[src/rtl/id_ex_stage.sv]
// ID/EX pipeline register with load-use hazard detection, branch flush
// bubble insertion and a saturating bubble counter for performance debug.
module id_ex_stage #(
  parameter int unsigned DATA_WIDTH = 32,
  parameter int unsigned REG_ADDR_W = 5,
  parameter int unsigned CNT_W      = 16
) (
  input  logic                  clk,
  input  logic                  reset,
  input  logic                  id_valid,
  input  logic                  id_alusrc,
  input  logic                  id_memtoreg,
  input  logic                  id_regwrite,
  input  logic                  id_memread,
  input  logic                  id_memwrite,
  input  logic                  id_branch,
  input  logic [1:0]            id_aluop,
  input  logic [DATA_WIDTH-1:0] id_pc,
  input  logic [DATA_WIDTH-1:0] id_rd1,
  input  logic [DATA_WIDTH-1:0] id_rd2,
  input  logic [DATA_WIDTH-1:0] id_imm,
  input  logic [REG_ADDR_W-1:0] id_rs1,
  input  logic [REG_ADDR_W-1:0] id_rs2,
  input  logic [REG_ADDR_W-1:0] id_rd,
  input  logic [2:0]            id_funct3,
  input  logic [6:0]            id_funct7,
  input  logic                  flush,
  output logic                  ex_valid,
  output logic                  ex_alusrc,
  output logic                  ex_memtoreg,
  output logic                  ex_regwrite,
  output logic                  ex_memread,
  output logic                  ex_memwrite,
  output logic                  ex_branch,
  output logic [1:0]            ex_aluop,
  output logic [DATA_WIDTH-1:0] ex_pc,
  output logic [DATA_WIDTH-1:0] ex_rd1,
  output logic [DATA_WIDTH-1:0] ex_rd2,
  output logic [DATA_WIDTH-1:0] ex_imm,
  output logic [REG_ADDR_W-1:0] ex_rs1,
  output logic [REG_ADDR_W-1:0] ex_rs2,
  output logic [REG_ADDR_W-1:0] ex_rd,
  output logic [2:0]            ex_funct3,
  output logic [6:0]            ex_funct7,
  output logic                  stall,
  output logic [CNT_W-1:0]      bubble_count
);

  logic                  valid_q, alusrc_q, memtoreg_q, regwrite_q;
  logic                  memread_q, memwrite_q, branch_q;
  logic                  valid_d, alusrc_d, memtoreg_d, regwrite_d;
  logic                  memread_d, memwrite_d, branch_d;
  logic [1:0]            aluop_q, aluop_d;
  logic [DATA_WIDTH-1:0] pc_q, rd1_q, rd2_q, imm_q;
  logic [DATA_WIDTH-1:0] pc_d, rd1_d, rd2_d, imm_d;
  logic [REG_ADDR_W-1:0] rs1_q, rs2_q, rd_q;
  logic [REG_ADDR_W-1:0] rs1_d, rs2_d, rd_d;
  logic [2:0]            funct3_q, funct3_d;
  logic [6:0]            funct7_q, funct7_d;
  logic [CNT_W-1:0]      cnt_q, cnt_d;
  logic                  hazard_c;
  logic                  bubble_c;

  // Conservative load-use check: rs2 is compared even when the consumer ignores it.
  assign hazard_c = valid_q & memread_q & (rd_q != '0) &
                    ((rd_q == id_rs1) | (rd_q == id_rs2)) & id_valid;
  assign bubble_c = flush | hazard_c;
  assign stall    = hazard_c & ~flush;

  always_comb begin
    valid_d    = 1'b0;
    alusrc_d   = 1'b0;
    memtoreg_d = 1'b0;
    regwrite_d = 1'b0;
    memread_d  = 1'b0;
    memwrite_d = 1'b0;
    branch_d   = 1'b0;
    aluop_d    = 2'b00;
    pc_d       = '0;
    rd1_d      = '0;
    rd2_d      = '0;
    imm_d      = '0;
    rs1_d      = '0;
    rs2_d      = '0;
    rd_d       = '0;
    funct3_d   = '0;
    funct7_d   = '0;
    cnt_d      = cnt_q;
    if (bubble_c) begin
      if (cnt_q != {CNT_W{1'b1}}) cnt_d = cnt_q + CNT_W'(1);
    end else begin
      // Controls of a non-instruction are masked; datapath fields still load.
      valid_d    = id_valid;
      alusrc_d   = id_alusrc & id_valid;
      memtoreg_d = id_memtoreg & id_valid;
      regwrite_d = id_regwrite & id_valid;
      memread_d  = id_memread & id_valid;
      memwrite_d = id_memwrite & id_valid;
      branch_d   = id_branch & id_valid;
      aluop_d    = id_valid ? id_aluop : 2'b00;
      pc_d       = id_pc;
      rd1_d      = id_rd1;
      rd2_d      = id_rd2;
      imm_d      = id_imm;
      rs1_d      = id_rs1;
      rs2_d      = id_rs2;
      rd_d       = id_rd;
      funct3_d   = id_funct3;
      funct7_d   = id_funct7;
    end
  end

  always_ff @(posedge clk or negedge reset) begin
    if (!reset) begin
      valid_q    <= 1'b0;
      alusrc_q   <= 1'b0;
      memtoreg_q <= 1'b0;
      regwrite_q <= 1'b0;
      memread_q  <= 1'b0;
      memwrite_q <= 1'b0;
      branch_q   <= 1'b0;
      aluop_q    <= 2'b00;
      pc_q       <= '0;
      rd1_q      <= '0;
      rd2_q      <= '0;
      imm_q      <= '0;
      rs1_q      <= '0;
      rs2_q      <= '0;
      rd_q       <= '0;
      funct3_q   <= '0;
      funct7_q   <= '0;
      cnt_q      <= '0;
    end else begin
      valid_q    <= valid_d;
      alusrc_q   <= alusrc_d;
      memtoreg_q <= memtoreg_d;
      regwrite_q <= regwrite_d;
      memread_q  <= memread_d;
      memwrite_q <= memwrite_d;
      branch_q   <= branch_d;
      aluop_q    <= aluop_d;
      pc_q       <= pc_d;
      rd1_q      <= rd1_d;
      rd2_q      <= rd2_d;
      imm_q      <= imm_d;
      rs1_q      <= rs1_d;
      rs2_q      <= rs2_d;
      rd_q       <= rd_d;
      funct3_q   <= funct3_d;
      funct7_q   <= funct7_d;
      cnt_q      <= cnt_d;
    end
  end

  assign ex_valid     = valid_q;
  assign ex_alusrc    = alusrc_q;
  assign ex_memtoreg  = memtoreg_q;
  assign ex_regwrite  = regwrite_q;
  assign ex_memread   = memread_q;
  assign ex_memwrite  = memwrite_q;
  assign ex_branch    = branch_q;
  assign ex_aluop     = aluop_q;
  assign ex_pc        = pc_q;
  assign ex_rd1       = rd1_q;
  assign ex_rd2       = rd2_q;
  assign ex_imm       = imm_q;
  assign ex_rs1       = rs1_q;
  assign ex_rs2       = rs2_q;
  assign ex_rd        = rd_q;
  assign ex_funct3    = funct3_q;
  assign ex_funct7    = funct7_q;
  assign bubble_count = cnt_q;

endmodule

[config.mk]
export PLATFORM = sky130hd
export DESIGN_NAME = id_ex_stage
export DESIGN_NICKNAME = d
export VERILOG_FILES = /design/src/rtl/id_ex_stage.sv
export SDC_FILE = /design/constraint.sdc
export NUM_CORES = 1
export LEC_CHECK = 0
export CORE_AREA = 2 2 135 137
export DETAILED_ROUTE_END_ITERATION = 12
export DIE_AREA = 0 0 137 139
export GPL_TIMING_DRIVEN = 0
export MAX_ROUTING_LAYER = met4
export PLACE_DENSITY = 0.74
export SLEW_MARGIN = 20
export SYNTH_ARGS = -nofsm -noshare
export SYNTH_HDL_FRONTEND = slang
export SYNTH_SLANG_ARGS = --single-unit
[constraint.sdc]
create_clock -name clk -period 2.65 [get_ports clk]
set_input_delay 0.3975 -clock clk [delete_from_list [all_inputs] [get_ports clk]]
set_output_delay 0.3975 -clock clk [all_outputs]
set_load 0.01 [all_outputs]
==> flow_summary_export.csv, run 1 <==
group,metric,value,unit
placed_design,post-place-ws,-140,ps
cts,clock_path_buffers,2,
logic_synthesis,synth_area,6160,µm²
detailed_routing,first_pass_iters,4,
logic_synthesis,synth_area_leaders,"dfrtp_1 (72%), and2_1 (16%), xnor2_1 (2.0%), clkbuf_2 (1.2%), nand2_1 (0.85%)",
power_and_ir_drop,p_leak,0.00460,µW
floorplan,die_h,139,µm
sta,tightest_slew,625,ps
logic_synthesis,synth_top_area_share,72.4,%
logic_synthesis,ys_warn_count,0,
critical_path,slowest_delay,550,ps
power_and_ir_drop,p_sw,1650,µW
power_and_ir_drop,p_int,5020,µW
layout,fin_util,59.7,%
flow_run,max-cap-violations,0,
global_route,antenna_found_initial,0,
floorplan,rows,49,
detailed_routing,vias,4485,
sta,rsz0062_at_grt,"no",
logic_synthesis,synth_area_per_cell,13.7,µm²
critical_path,cp_cell_sequence,"or4_1, o2111ai_2, inv_2, nand2_2, nor2_1, clkdlybuf4s15_1",
power_and_ir_drop,seqPwrFrac,45.8,%
critical_path,crit_path_end_kind,"output port",
layout,synthToLayoutAreaGrowth,71.2,%
sta,final_max_slew_viol_count,0,
sta,skew,11.9,ps
sta,max_clock_freq,402,MHz
layout,drive_gt1_share,7.50,%
sta,layout_setup_ws,161,ps
critical_path,crit_type,"reg2out",
logic_synthesis,synth_cells,448,
floorplan,io_pins,344,
layout,diodes,0,
detailed_routing,ant_nets,0,
hold_path,hold_path.class,"reg2reg",
placed_design,gp_congestion,0.827,
sta,timing.slew.headroom,58.3,%
cts,clock_sinks,178,
critical_path,required,2250,ps
logic_synthesis,synth_top_area_cell,"dfrtp_1",
logic_synthesis,ys.flop_type,"dfrtp_1",
global_route,grt.total_usage,17.9,%
run_status,status,"finished clean",
layout,nFillCells,1470,
detailed_routing,drtIter0Drc,160,
sta,fin_crit,2490,ps
logic_synthesis,synth.top_cells.by_count,"dfrtp_1 (178), and2_1 (161), clkbuf_2 (15)",
cts,numCtsBuffers,17,
critical_path,start_kind,"register",
global_route,overflow,0,
sta,fin_crit_sh,93.9,%
global_route,grt_pass1_vias,4576,
critical_path,cp_max_fo,3,
layout,final_cell_area,10500,µm²
sta,hold_viol,0,
placed_design,dp.final_hpwl,12600,µm
detailed_routing,vias_per_cell,4.25,
sta,fin_tns_setup,0,ps
logic_synthesis,synth-edff-count,0,
placed_design,portBuffers,343,
cts,clk_latency,420,ps
critical_path,regToRegSetupSlack,380,ps
logic_synthesis,ys_ff_latch,178,
logic_synthesis,syn-num-nets,614,
logic_synthesis,yosysMostFrequentCell,"dfrtp_1",
layout,multi_input_area,1600,µm²
detailed_routing,wl,16600,µm
floorplan,design.die.area,19000,µm²
logic_synthesis,yosysSeqAreaShare,72.4,%
floorplan,start_util,34.9,%
cts,cts_htree_levels,4,
placed_design,placed_area,9910,µm²
global_route,grt_pass1_wl,25100,µm
floorplan,chipWidth,137,µm
power_and_ir_drop,irDropWorstVdd,0.000485,V
critical_path,cp_slowest_cell,"or4_1",
detailed_routing,wl_per_cell,15.7,µm
cts,cts_tree,"done",
floorplan,core_area,17700,µm²
layout,ff_latch_area,4460,µm²
logic_synthesis,ys_types,35,
detailed_routing,drt_drc_violations_left,0,
sta,finalSetupViolCount,0,
power_and_ir_drop,p_clk_share,37.3,%
cts,clk_pin_slew_worst_paths,60,ps
power_and_ir_drop,power_frac_comb,16.8,%
critical_path,worstPathArrival,2090,ps
power_and_ir_drop,power.density,633,nW/µm²
layout,fin_nets,981,
global_route,grt_max_degree,96,
cts,cts_root_buf,"clkbuf_16",
logic_synthesis,synth-async-reset-ratio,100,%
power_and_ir_drop,p_sw_share,24.8,%
## placed cells by master, fill, tap and decap left out, types with 3 or more instances in the layout
cell,n
nand4_1,4
xor2_1,4
nand2_1,13
xnor2_1,14
clkinv_4,3
inv_6,4
dfrtp_1,177
clkdlybuf4s50_1,341
clkbuf_1,3
nand2b_1,3
clkbuf_16,17
nor2_1,5
and3_1,5
clkbuf_2,15
nand3_1,10
and2_1,161
o21ai_0,5
buf_4,3
## path summary, 6_finish.rpt
path                             startpoint               end  cells past startpoint
max                                ex_rd[1]             stall                      6
min                        bubble_count[15]  bubble_count[15]                      1
max reg2reg                        ex_rd[1]   bubble_count[1]                      6
min reg2reg                bubble_count[15]  bubble_count[15]                      1
max in group asynchronous             reset          ex_rd[1]                      3
min in group asynchronous             reset        ex_rd1[30]                      2
## worst max-delay path, delay by kind of cell, from the launching register on
family	cells	cell delay, ps
flops	1	410
simple gates	3	690
buf+inv	2	340
compound gates	1	240
## per-stage QoR
step,total power (µW),hold WS (ps),instances
after floorplan,3440,102,448
after global routing,6960,510,1056
after global placement,4200,478,1020
final,6670,489,1056
after detailed placement,4230,426,1021
after CTS,6750,488,1053
## power groups by stage
stage | sequential, µW | clock, µW | combinational [µW]
floorplan | 3180 | 0 | 256
global placement | 3100 | 0 | 1100
detailed placement | 3110 | 0 | 1120
CTS | 3060 | 2560 | 1130
global route | 3080 | 2660 | 1220
finish | 3060 | 2490 | 1120
## routing by layer
layer	track usage [%]	wire, µm	vias up
met1	20.2	6390	2111
met2	30.1	8620	205
met3	5.96	1320	22
li1	-	-	2147
met4	5.32	293	0
met5	-	0	-
## cell type report
class / instances / area share (%)
inverter: 2 / 0.0712
buffer: 19 / 1.01
tap: 229 / 2.72
sequential: 178 / 42.3
clock buffer: 19 / 4.11
timing repair buffer: 348 / 33.2
multi-input combinational: 249 / 15.2
clock inverter: 12 / 1.40
## timing repair
item / 4_1_cts / 5_1_grt
buffers inserted: 0 / 3
pin swaps: 0 / 1
hold buffers: 1 / 0
hold endpoints to repair: 77 / 0
gates resized for setup: 3 / 4
endpoints found under the setup margin: 1 / 1
## sequential cells by signal, summed over array words and instances, names as in the netlist
| register | count |
|---|---|
| ex_rs1 | 5 |
| ex_rs2 | 5 |
| ex_imm | 32 |
| ex_memtoreg | 1 |
| ex_memread | 1 |
| ex_funct3 | 3 |
| ex_rd | 5 |
| ex_regwrite | 1 |
| ex_memwrite | 1 |
| ex_branch | 1 |
| ex_aluop | 2 |
| bubble_count | 16 |
| ex_pc | 32 |
| ex_valid | 1 |
| ex_funct7 | 7 |
| ex_alusrc | 1 |
| ex_rd2 | 32 |
| ex_rd1 | 32 |
## kinds of logic after synthesis
group | Yosys count | share of synthesized area (%)
buf+inv | 21 | 1.85
compound gates | 14 | 1.75
mux | 2 | 0.366
xor+xnor | 18 | 2.56
fa+ha+maj | 1 | 0.203
flops | 178 | 72.4
simple gates | 214 | 20.9
(Power assumes the default switching activity.)
==> run 2: changes to the inputs <==
CELL_PAD_IN_SITES_DETAIL_PLACEMENT = 2   (was not set)
CELL_PAD_IN_SITES_GLOBAL_PLACEMENT = 2   (was not set)
CORE_AREA = not set   (was 2 2 135 137)
CORE_ASPECT_RATIO = 1.4   (was not set)
CORE_MARGIN = 1   (was not set)
CORE_UTILIZATION = 23   (was not set)
DIE_AREA = not set   (was 0 0 137 139)
MAX_ROUTING_LAYER = not set   (was met4)
PLACE_DENSITY = not set   (was 0.74)
PLACE_DENSITY_LB_ADDON = 0.1   (was not set)
==> flow_summary_export.csv, run 2 (synthesis results as in run 1) <==
group,metric,value,unit
flow_run,max-cap-violations,0,
global_route,grt_pass1_vias,5550,
detailed_routing,vias,4737,
power_and_ir_drop,irDropWorstVdd,0.000451,V
sta,tightest_slew,571,ps
sta,hold_viol,0,
floorplan,start_util,23.5,%
critical_path,required,2250,ps
sta,skew,11.0,ps
layout,fin_util,40.8,%
global_route,overflow,0,
floorplan,rows,70,
layout,diodes,0,
critical_path,start_kind,"register",
cts,cts_root_buf,"clkbuf_16",
sta,timing.slew.headroom,61.0,%
sta,final_max_slew_viol_count,0,
cts,cts_htree_levels,4,
cts,cts_tree,"done",
cts,numCtsBuffers,17,
layout,nFillCells,2682,
critical_path,worstPathArrival,2140,ps
sta,hold_ws,476,ps
floorplan,design.die.area,27400,µm²
critical_path,crit_type,"reg2out",
floorplan,io_pins,344,
critical_path,crit_path_start,"ex_rd[2]",
critical_path,cp_max_fo,4,
placed_design,portBuffers,343,
detailed_routing,first_pass_iters,3,
global_route,grt.total_usage,16.0,%
critical_path,rr_startpoint,"ex_rd[2]",
detailed_routing,vias_per_cell,4.12,
floorplan,chipWidth,140,µm
sta,fin_crit,2540,ps
floorplan,core_area,26200,µm²
detailed_routing,drtIter0Drc,68,
cts,clk_latency,430,ps
power_and_ir_drop,power.density,635,nW/µm²
sta,finalSetupViolCount,0,
critical_path,crit_path_end_kind,"output port",
placed_design,gp_congestion,0.685,
critical_path,reg2reg_depth,6,
global_route,grt_max_degree,73,
floorplan,die_h,196,µm
detailed_routing,wl,21200,µm
power_and_ir_drop,p_leak,0.00461,µW
cts,clk_pin_slew_worst_paths,70,ps
detailed_routing,ant_nets,0,
critical_path,cp_slowest_cell,"or4_4",
sta,max_clock_freq,394,MHz
sta,rsz0062_at_grt,"no",
layout,final_cell_mix,"clkdlybuf4s50_1 (341), dfrtp_1 (177), and2_1 (161), clkbuf_16 (17), clkbuf_2 (15)",
cts,clock_path_buffers,2,
layout,fin_nets,980,
critical_path,cp_cell_sequence,"or4_4, o2111ai_4, inv_2, nand2_2, nor2_1, dlygate4sd2_1",
critical_path,slowest_delay,540,ps
detailed_routing,drt_drc_violations_left,0,
layout,final_common_cell,"clkdlybuf4s50_1",
placed_design,dp.final_hpwl,16200,µm
sta,fin_crit_sh,95.7,%
hold_path,hold_path.class,"in2async",
global_route,antenna_found_initial,0,
layout,synthToLayoutAreaGrowth,73.7,%
global_route,grt_pass1_wl,32400,µm
layout,drive_gt1_share,7.26,%
run_status,status,"finished clean",
cts,clock_sinks,178,
detailed_routing,wl_per_cell,18.4,µm
## run 2: worst paths after layout
kind	endpoint	slack (ps)
min reg2reg	bubble_count[15]	500
max reg2reg	bubble_count[1]	350
max	stall	110
min in group clk	bubble_count[15]	500
max in group asynchronous	bubble_count[4]	1150
min	ex_rd1[1]	480
## run 2: power breakdown
part | total [µW] | switching [µW] | internal (µW) | leakage (µW)
registers | 3060 | 150 | 2910 | 0.00228
logic | 1170 | 461 | 705 | 0.00205
clock network | 2560 | 1060 | 1510 | 0.000277
## run 2: cell type report
class	count	area [µm²]	area share, %
flip-flops and latches	178	4460	41.7
repair buffers	347	3510	32.8
multi-input cells	249	1620	15.1
clock buffers	23	458	4.28
well taps	324	405	3.79
clock inverters	9	131	1.23
plain buffers	19	106	0.995
inverters	2	7.51	0.0702
## run 2: timing repair
item                                    in CTS  in global routing
gates cloned                                 0                  0
resized for setup                            5                  3
pin swaps                                    0                  0
buffers inserted                             1                  0
hold buffers                                 1                  0
endpoints found under the setup margin       1                  1
hold endpoints to repair                    54                  0
## run 2: worst max-delay path, delay by kind of cell, from the launching register on
kind / cells / cell delay (ps)
AOI/OAI and AO/OA: 1 / 210
DFF: 1 / 440
buffers and inverters: 2 / 380
and+or+nand+nor: 3 / 670
## run 2: per-layer routing
| metal | GRT usage (%) | wire (µm) | vias to the layer above | part of all wire (%) |
|---|---|---|---|---|
| li1 | - | - | 2142 | - |
| met1 | 16.1 | 7330 | 2382 | 35 |
| met2 | 30.4 | 11900 | 196 | 56 |
| met3 | 5.39 | 1730 | 17 | 8.2 |
| met4 | 5.17 | 251 | 0 | 1.2 |
| met5 | 0 | 0 | - | 0 |
## run 2: metrics by stage
step | TNS [ps] | worst slack, ps | std cells | instance area [µm²] | power [µW]
6_report | 0 | 113 | 1151 | 10700 | 6790
5_1_grt | 0 | 12.5 | 1151 | 10700 | 7120
4_1_cts | 0 | 2.40 | 1151 | 10700 | 6940
3_5_place_dp | -186 | -186 | 1117 | 10100 | 4290
3_3_place_gp | -1108900 | -6250 | 1115 | 9990 | 4250
2_1_floorplan | 0 | 533 | 448 | 6160 | 3440
